$ cat src/rtl/fixed_point_pkg.sv
// Shared types and constants for the fixed-point add/subtract datapath.
// Provides the flag bundle and signed saturation limits for any width.
package fixed_point_pkg;

    localparam int FX_MAX_W = 64;

    typedef struct packed {
        logic carry;
        logic overflow;
        logic negative;
        logic zero;
    } fx_flags_t;

    // Largest positive two's-complement value of width w (011..1).
    function automatic logic [FX_MAX_W-1:0] fx_max(input int w);
        logic [FX_MAX_W-1:0] v;
        v = '0;
        for (int i = 0; i < FX_MAX_W; i++) begin
            if (i < w - 1) v[i] = 1'b1;
        end
        return v;
    endfunction

    // Most negative two's-complement value of width w (100..0).
    function automatic logic [FX_MAX_W-1:0] fx_min(input int w);
        logic [FX_MAX_W-1:0] v;
        v = '0;
        for (int i = 0; i < FX_MAX_W; i++) begin
            if (i == w - 1) v[i] = 1'b1;
        end
        return v;
    endfunction

endpackage

$ cat src/rtl/adder_segment.sv
// One carry-chain slice: sum/co = a + b + ci (combinational).
// Ports: a, b (SEG bits), ci -> sum (SEG bits), co.
module adder_segment #(
    parameter int SEG = 8
) (
    input  logic [SEG-1:0] a,
    input  logic [SEG-1:0] b,
    input  logic           ci,
    output logic [SEG-1:0] sum,
    output logic           co
);

    assign {co, sum} = {1'b0, a} + {1'b0, b} + {{SEG{1'b0}}, ci};

endmodule

$ cat src/rtl/pipelined_fixed_adder.sv
// Pipelined signed add/subtract with saturation, flags and in-order tags.
// Ports: clk, rst_n (sync, low); in_valid/in_ready, a, b, is_subtract,
//   saturate, in_tag; out_valid/out_ready, result, carry, overflow_flag,
//   negative, zero, out_tag. Latency STAGES cycles, one op per cycle.
module pipelined_fixed_adder
    import fixed_point_pkg::*;
#(
    parameter int WIDTH  = 16,
    parameter int STAGES = 2,
    parameter int TAG_W  = 4
) (
    input  logic             clk,
    input  logic             rst_n,
    input  logic             in_valid,
    output logic             in_ready,
    input  logic [WIDTH-1:0] a,
    input  logic [WIDTH-1:0] b,
    input  logic             is_subtract,
    input  logic             saturate,
    input  logic [TAG_W-1:0] in_tag,
    output logic             out_valid,
    input  logic             out_ready,
    output logic [WIDTH-1:0] result,
    output logic             carry,
    output logic             overflow_flag,
    output logic             negative,
    output logic             zero,
    output logic [TAG_W-1:0] out_tag
);

    localparam int SEG = WIDTH / STAGES;

    localparam logic [WIDTH-1:0] SAT_MAX = WIDTH'(fx_max(WIDTH));
    localparam logic [WIDTH-1:0] SAT_MIN = WIDTH'(fx_min(WIDTH));

    if (STAGES < 1 || WIDTH % STAGES != 0) begin : g_bad_cfg
        $error("pipelined_fixed_adder: WIDTH must be a multiple of STAGES");
    end

    // Whole pipe advances together; output slot frees when taken.
    logic en;
    assign en       = !out_valid || out_ready;
    assign in_ready = en;

    fx_flags_t flags_q;
    assign carry         = flags_q.carry;
    assign overflow_flag = flags_q.overflow;
    assign negative      = flags_q.negative;
    assign zero          = flags_q.zero;

    for (genvar k = 0; k < STAGES; k++) begin : stg
        logic [SEG-1:0]   sa;
        logic [SEG-1:0]   sb;
        logic [SEG-1:0]   sum;
        logic             ci;
        logic             co;
        logic             sat;
        logic             vld;
        logic [TAG_W-1:0] tag;

        // Slice operands come from the ports for stage 0, else from
        // the skewed upper-operand registers of the previous stage.
        if (k == 0) begin : g_src
            assign sa  = a[SEG-1:0];
            assign sb  = b[SEG-1:0] ^ {SEG{is_subtract}};
            assign ci  = is_subtract;
            assign sat = saturate;
            assign tag = in_tag;
            assign vld = in_valid;
        end else begin : g_src
            assign sa  = stg[k-1].g_reg.ah_q[SEG-1:0];
            assign sb  = stg[k-1].g_reg.bh_q[SEG-1:0];
            assign ci  = stg[k-1].g_reg.c_q;
            assign sat = stg[k-1].g_reg.sat_q;
            assign tag = stg[k-1].g_reg.tag_q;
            assign vld = stg[k-1].g_reg.v_q;
        end

        adder_segment #(
            .SEG(SEG)
        ) u_seg (
            .a  (sa),
            .b  (sb),
            .ci (ci),
            .sum(sum),
            .co (co)
        );

        if (k < STAGES - 1) begin : g_reg
            localparam int LO = (k + 1) * SEG;
            localparam int HI = WIDTH - LO;

            logic [LO-1:0]    lo_d;
            logic [LO-1:0]    lo_q;
            logic [HI-1:0]    ah_d;
            logic [HI-1:0]    bh_d;
            logic [HI-1:0]    ah_q;
            logic [HI-1:0]    bh_q;
            logic             c_q;
            logic             sat_q;
            logic             v_q;
            logic [TAG_W-1:0] tag_q;

            if (k == 0) begin : g_in
                assign lo_d = sum;
                assign ah_d = a[WIDTH-1:SEG];
                assign bh_d = b[WIDTH-1:SEG] ^ {HI{is_subtract}};
            end else begin : g_in
                assign lo_d = {sum, stg[k-1].g_reg.lo_q};
                assign ah_d = stg[k-1].g_reg.ah_q[WIDTH-k*SEG-1:SEG];
                assign bh_d = stg[k-1].g_reg.bh_q[WIDTH-k*SEG-1:SEG];
            end

            always_ff @(posedge clk) begin
                if (!rst_n) begin
                    lo_q  <= '0;
                    ah_q  <= '0;
                    bh_q  <= '0;
                    c_q   <= 1'b0;
                    sat_q <= 1'b0;
                    v_q   <= 1'b0;
                    tag_q <= '0;
                end else if (en) begin
                    lo_q  <= lo_d;
                    ah_q  <= ah_d;
                    bh_q  <= bh_d;
                    c_q   <= co;
                    sat_q <= sat;
                    v_q   <= vld;
                    tag_q <= tag;
                end
            end
        end else begin : g_out
            logic [WIDTH-1:0] raw;
            logic [WIDTH-1:0] res;
            logic             ovf;
            logic             neg;

            if (k == 0) begin : g_raw
                assign raw = sum;
            end else begin : g_raw
                assign raw = {sum, stg[k-1].g_reg.lo_q};
            end

            // Top slice holds the MSBs of a, inverted b and raw sum.
            assign ovf = (sa[SEG-1] == sb[SEG-1]) &&
                         (sum[SEG-1] != sa[SEG-1]);
            assign neg = sum[SEG-1] ^ ovf;
            assign res = (sat && ovf) ? (neg ? SAT_MIN : SAT_MAX) : raw;

            always_ff @(posedge clk) begin
                if (!rst_n) begin
                    out_valid <= 1'b0;
                    result    <= '0;
                    flags_q   <= '0;
                    out_tag   <= '0;
                end else if (en) begin
                    out_valid        <= vld;
                    result           <= res;
                    flags_q.carry    <= co;
                    flags_q.overflow <= ovf;
                    flags_q.negative <= neg;
                    flags_q.zero     <= (res == '0);
                    out_tag          <= tag;
                end
            end
        end
    end

endmodule
$ cat config.mk
export PLATFORM = sky130hd
export DESIGN_NAME = pipelined_fixed_adder
export DESIGN_NICKNAME = d
export VERILOG_FILES = /design/src/rtl/fixed_point_pkg.sv /design/src/rtl/adder_segment.sv /design/src/rtl/pipelined_fixed_adder.sv
export SDC_FILE = /design/constraint.sdc
export NUM_CORES = 1
export LEC_CHECK = 0
export BUFFER_PORTS_ARGS = -buffer_cell sky130_fd_sc_hd__buf_2
export CAP_MARGIN = 0
export CORE_ASPECT_RATIO = 1.25
export CORE_MARGIN = 2
export CORE_UTILIZATION = 50
export CTS_CLUSTER_SIZE = 25
export DETAILED_ROUTE_END_ITERATION = 10
export GPL_TIMING_DRIVEN = 0
export PLACE_DENSITY_LB_ADDON = 0.25
export SETUP_SLACK_MARGIN = 0.4
export SLEW_MARGIN = 20
export SYNTH_ARGS = -nofsm -noshare
export SYNTH_HDL_FRONTEND = slang
export SYNTH_SLANG_ARGS = --single-unit
$ cat constraint.sdc
create_clock -name clk -period 6.2 [get_ports clk]
set_input_delay 0.93 -clock clk [delete_from_list [all_inputs] [get_ports clk]]
set_output_delay 0.93 -clock clk [all_outputs]
set_load 0.1 [all_outputs]
==> impl_metrics.py, run 1 <==
metrics = {
    "placed_design": {
        "dp_hpwl_um": 5020,
        "place_congestion": 0.791,
        "io_buffers": 65,
        "placed_area_um2": 3210,
    },
    "global_routing": {
        "grt_pass1_vias": 2311,
        "grt_max_degree": 17,
        "met1_usage": 0.253,
        "antenna_found_initial": 0,
        "grt_overflow_total": 0,
        "use_met3": 0.0483,
        "met2_usage": 0.376,
        "grt_pass1_wl_um": 10400,
        "grt_usage": 0.209,
        "grt.busiest_layer": "met2",
    },
    "run": {
        "maxCapViolations": 0,
    },
    "cells_and_area": {
        "syn_to_final_growth_pct": 17.8,
        "diodes": 0,
        "final_cell_area_um2": 3300,
        "drive_gt1_frac": 0.259,
        "fin_nets": 444,
    },
    "setup_path": {
        "crit_path_end": "in_ready",
        "worstSetupPathType": "input pin to output pin",
        "endpoint_kind": "output pin",
        "reg2reg_depth": 9,
        "r2r_end": "zero",
        "r2r-start": "stg[0].g_reg.c_q",
        "critPathLaunchType": "input pin",
        "crit_start": "out_ready",
        "worstPathMaxFanout": 10,
        "required_ps": 5270,
        "r2r_setup_slack_ps": 3680,
        "crit_arrival_ps": 2760,
    },
    "timing": {
        "finalHoldViolCount": 0,
        "finalMaxSlewViolations": 0,
        "whs_ps": 458,
        "tns_ps": 0,
        "rsz0062_at_grt": "no",
        "fmax_ghz": 0.271,
        "finalSetupViolations": 0,
        "post-route-min-period_ps": 3690,
        "finClkSkew_ps": 6.31,
        "slew_headroom": 0.487,
        "worst_slew_pin_slew_ps": 770,
        "finalCritPeriodShare": 0.596,
    },
    "floorplanning": {
        "start_util": 0.519,
        "io_pins": 68,
        "rows": 30,
        "coreArea_um2": 5410,
        "dieArea_um2": 6230,
        "die_h_um": 87.7,
        "fp.dieW_um": 71.0,
    },
    "yosys": {
        "synth_top_area_frac": 0.400,
        "synth-seq-cells": 56,
        "synth_top_area_cell": "dfxtp_1",
        "synth_nets": 372,
        "postSynthAreaPerCell_um2": 8.96,
        "synthFlopType": "dfxtp_1",
        "synth.lib_cells_used.distinct": 44,
        "async_flop_share": 0,
        "synth_edf_count": 0,
        "ys_warn_count": 0,
        "syn_area_um2": 2800,
        "ys_seq_area_frac": 0.400,
        "yosys-top-cells-count": "56 x dfxtp_1, 44 x nand2_1, 33 x a21oi_1, 22 x nor2_1, 15 x clkbuf_1",
        "yosys.cell_count.top_type": "dfxtp_1",
        "synth.area.top_cells": "dfxtp_1 40%, ha_1 6.2%, a21oi_1 5.9%",
        "synth_cells": 313,
    },
    "drt": {
        "remaining_drc_errors": 0,
        "vias": 2424,
        "wl_um": 6360,
        "first_pass_iters": 4,
        "wl_per_cell_um": 14.1,
        "ant_nets": 0,
        "drt_iter0_markers": 97,
        "via_per_inst": 5.39,
    },
    "worst_hold_path": {
        "hold_path.class": "register to register",
    },
    "outcome": {
        "status": "finished clean",
    },
    "cts": {
        "cts_root_buffer": "clkbuf_8",
        "clk_latency_ps": 310,
        "post_cts_buffers": 0,
        "clk_path_buf_depth": 2,
        "cts.sinks": 56,
        "h-tree-depth": 2,
        "cts_tree": "yes",
        "clk_pin_slew_ps": 90,
        "ctsHoldBuffers": 0,
        "numCtsBuffers": 5,
        "ctsResizeCount": 0,
    },
    "power_and_ir_drop": {
        "leakagePower_nw": 1.44,
        "ir_drop_mv": 0.153,
        "power_density_nw_per_um2": 284,
    },
}
sequential cells by signal, summed over array words and instances, names as in the netlist:
| signal | cells |
|---|---|
| overflow_flag | 1 |
| stg.g_reg.bh_q | 8 |
| stg.g_reg.ah_q | 8 |
| negative | 1 |
| stg.g_reg.lo_q | 8 |
| result | 16 |
| carry | 1 |
| out_tag | 4 |
| stg.g_reg.v_q | 1 |
| out_valid | 1 |
| stg.g_reg.sat_q | 1 |
| zero | 1 |
| stg.g_reg.c_q | 1 |
| stg.g_reg.tag_q | 4 |
cell type report:
type / count / area (um2)
Multi-Input combinational cell: 228 / 1570
Clock buffer: 6 / 82.6
Fill cell: 492 / 2100
Timing Repair Buffer: 65 / 325
Inverter: 8 / 30.0
Buffer: 21 / 83.8
Tap cell: 64 / 80.1
Clock inverter: 2 / 10.0
Sequential cell: 56 / 1120
cells in the final DEF, fill, tap and decap left out, drive strengths merged, types with 5 or more instances in the layout:
cell	instances
xor2	11
inv	8
o221a	14
buf	71
ha	14
nor3	5
nor2	22
xnor2	12
dfxtp	56
nand2	44
a211oi	15
a21oi	34
clkbuf	21
o21ai	12
worst min-delay path by stage:
stage	from	endpoint	slack [ps]	cells past startpoint
floorplan	stg[0].g_reg.tag_q[0]	stg[0].g_reg.tag_q[0]	430	2
global placement	stg[0].g_reg.tag_q[3]	stg[0].g_reg.tag_q[3]	440	2
detailed placement	out_tag[1]	out_tag[1]	440	2
CTS	result[15]	result[15]	460	2
global route	out_tag[1]	out_tag[1]	480	2
finish	out_tag[3]	out_tag[3]	460	2
kinds of logic (layout without fill, tap and decap cells):
logic type | count (synthesis) | in the layout | share of synthesized area
and+or+nand+nor | 95 | 95 | 0.155
AOI/OAI and AO/OA | 90 | 90 | 0.237
DFF | 56 | 56 | 0.400
buffers and inverters | 29 | 102 | 0.0406
xor gates and xnor gates | 23 | 23 | 0.0718
adders and majority gates | 17 | 17 | 0.0839
muxes | 3 | 3 | 0.0116
worst max-delay path, stage by stage:
cell and delay (ps):
buf_2 80, nor2b_1 30, clkbuf_1 230, inv_1 130
clkbuf_1 450, clkbuf_1 400, buf_2 510
layer usage:
metal	vias to the layer above	wire, um
met2	62	3160
met1	1098	2800
met3	5	346
met4	0	53
li1	1259	-
met5	-	0
power breakdown:
group | total, W | switching, W | internal, W
clock | 0.000207 | 0.000118 | 0.0000895
combinational | 0.000312 | 0.000217 | 0.0000941
sequential | 0.000420 | 0.0000244 | 0.000396
stage by stage:
stage / power (W) / utilization / setup WS [ps] / std cells
6_report: 0.000939 / 0.611 / 2510 / 450
5_1_grt: 0.000978 / 0.611 / 2330 / 450
4_1_cts: 0.000943 / 0.611 / 2500 / 450
3_5_place_dp: 0.000740 / 0.594 / 2500 / 442
3_3_place_gp: 0.000735 / 0.594 / 2540 / 442
2_1_floorplan: 0.000674 / - / 2710 / 313
No activity file was read; power rests on OpenSTA's default activity.
==> run 2, diff against run 1 <==
- ABC_AREA: unset -> 1
- CORE_UTILIZATION: 50 -> 48
- clock period: 6.2 -> 3 ns (I/O delays scaled with it)
==> impl_metrics.py, run 2 <==
metrics = {
    "yosys": {
        "synth_nets": 429,
        "postSynthAreaPerCell_um2": 7.78,
        "synth_edf_count": 0,
        "ys_warn_count": 0,
        "synth.lib_cells_used.distinct": 32,
        "synth_top_area_frac": 0.389,
        "yosys-top-cells-count": "56 x dfxtp_1, 54 x o21ai_0, 43 x nand2_1, 39 x nor2_1, 38 x a21oi_1",
        "synth-seq-cells": 56,
        "synthFlopType": "dfxtp_1",
        "synth.area.top_cells": "dfxtp_1 39%, o21ai_0 9.4%, a21oi_1 6.6%",
        "synth_cells": 370,
        "syn_area_um2": 2880,
        "async_flop_share": 0,
        "ys_seq_area_frac": 0.389,
        "synth_top_area_cell": "dfxtp_1",
        "yosys.cell_count.top_type": "dfxtp_1",
    },
    "placed_design": {
        "place_congestion": 0.875,
        "placed_area_um2": 3290,
        "io_buffers": 65,
        "dp_slack_ps": 420,
        "dp_hpwl_um": 5190,
    },
    "outcome": {
        "status": "finished clean",
    },
    "timing": {
        "finalHoldViolCount": 0,
        "slew_headroom": 0.638,
        "post-route-min-period_ps": 2400,
        "tns_ps": 0,
        "finalSetupViolations": 0,
        "worst_slew_pin_slew_ps": 542,
        "setup_ws_ps": 600,
        "finClkSkew_ps": 12.1,
        "finalMaxSlewViolations": 0,
        "rsz0062_at_grt": "no",
        "fmax_ghz": 0.417,
        "finalCritPeriodShare": 0.800,
    },
    "cts": {
        "clk_pin_slew_ps": 100,
        "numCtsBuffers": 5,
        "h-tree-depth": 2,
        "clk_path_buf_depth": 2,
        "ctsHoldBuffers": 0,
        "cts_root_buffer": "clkbuf_8",
        "cts_tree": "yes",
        "post_cts_buffers": 0,
        "cts.sinks": 56,
        "clk_latency_ps": 310,
    },
    "cells_and_area": {
        "drive_gt1_frac": 0.214,
        "fillers": 562,
        "final_cell_mix": "67 x buf_2, 56 x dfxtp_1, 54 x o21ai_0",
        "syn_to_final_growth_pct": 17.6,
        "largest_reg_flops": 16,
        "final_cell_area_um2": 3380,
        "layout_commonest_cell": "buf_2",
        "fin_nets": 501,
        "diodes": 0,
        "multi_input_area_um2": 1550,
        "regMostFlops": "result",
        "regArea_um2": 1120,
    },
    "drt": {
        "vias": 2658,
        "drt_iter0_markers": 153,
        "ant_nets": 0,
        "remaining_drc_errors": 0,
        "wl_per_cell_um": 13.2,
        "first_pass_iters": 4,
        "wl_um": 6740,
        "via_per_inst": 5.22,
    },
    "worst_hold_path": {
        "hold_path.class": "input pin to register",
        "min_from": "a[11]",
        "holdPathStages": 3,
        "holdPathEnd": "stg[0].g_reg.ah_q[3]",
    },
    "global_routing": {
        "grt_pass1_vias": 2556,
        "grt_usage": 0.212,
        "met2_usage": 0.360,
        "use_met3": 0.0234,
        "grt_pass1_wl_um": 11300,
        "grt_overflow_total": 0,
        "grt_max_degree": 19,
        "antenna_found_initial": 0,
        "met1_usage": 0.270,
        "grt.busiest_layer": "met2",
    },
    "floorplanning": {
        "die_h_um": 90.6,
        "start_util": 0.498,
        "coreArea_um2": 5780,
        "rows": 31,
        "dieArea_um2": 6640,
        "io_pins": 68,
        "fp.dieW_um": 73.3,
    },
    "setup_path": {
        "reg2reg_depth": 12,
        "r2r_end": "zero",
        "r2r_setup_slack_ps": 870,
        "endpoint_kind": "output pin",
        "critPathLaunchType": "register",
        "r2r-start": "stg[0].g_reg.ah_q[0]",
        "required_ps": 2550,
        "worstPathMaxFanout": 10,
        "worstSetupPathType": "register to output pin",
        "crit_arrival_ps": 1950,
    },
    "power_and_ir_drop": {
        "ir_drop_mv": 0.324,
        "leakagePower_nw": 1.71,
        "power_density_nw_per_um2": 598,
    },
    "run": {
        "maxCapViolations": 0,
    },
}
## run 2: where the power goes
group | total, W | internal, W | leakage (nW) | switching, W
clock network | 0.000424 | 0.000168 | 0.0485 | 0.000256
logic | 0.000728 | 0.000195 | 1.20 | 0.000533
registers | 0.000873 | 0.000826 | 0.465 | 0.0000478
## run 2: critical path, cell delays in order, from the launching register on
cell and delay, ps:
dfxtp_1 330, inv_1 60, nor2_2 70, inv_1 100
clkbuf_1 370, clkbuf_2 320, clkbuf_4 380
## run 2: area by class of cell
cell class                      instances  area share
Sequential cell                        56       0.331
Timing Repair Buffer                   65      0.0969
Clock buffer                            5      0.0203
Inverter                               32      0.0355
Tap cell                               66      0.0244
Buffer                                 21      0.0281
Multi-Input combinational cell        261       0.457
Clock inverter                          3     0.00665
## run 2: kinds of logic (layout without fill, tap and decap cells)
group | count (synthesis) | count (layout) | synth area share
xor gates and xnor gates | 25 | 25 | 0.0761
AOI/OAI and AO/OA | 112 | 112 | 0.214
and+or+nand+nor | 107 | 107 | 0.165
buffers and inverters | 53 | 126 | 0.0743
DFF | 56 | 56 | 0.389
adders and majority gates | 17 | 17 | 0.0817
## run 2: routing by layer
metal / vias to the layer above / share of wire
met4: 0 / 0.027
met1: 1216 / 0.45
li1: 1369 / -
met3: 14 / 0.035
met2: 59 / 0.49
met5: - / 0
## run 2: how the worst max path moves through the flow
stage | startpoint | endpoint | slack, ps | depth (start not counted)
3_3_place_gp | is_subtract | stg[0].g_reg.c_q | 450 | 12
2_1_floorplan | out_valid | in_ready | 570 | 5
4_1_cts | out_valid | in_ready | 460 | 6
5_1_grt | out_valid | in_ready | 460 | 6
6_report | out_valid | in_ready | 600 | 6
3_5_place_dp | is_subtract | stg[0].g_reg.c_q | 420 | 12
## run 2: repair_timing
item	CTS	global route
endpoints found under the setup margin	0	1
hold endpoints to repair	0	0
resized for setup	0	2
## run 2: per-stage QoR
step	util	hold slack [ps]	std cells	power (W)
6_report	0.586	378	509	0.00203
5_1_grt	0.586	379	509	0.00212
4_1_cts	0.585	375	509	0.00203
3_5_place_dp	0.569	454	501	0.00161
3_3_place_gp	0.569	444	501	0.00160
2_1_floorplan	-	430	370	0.00147
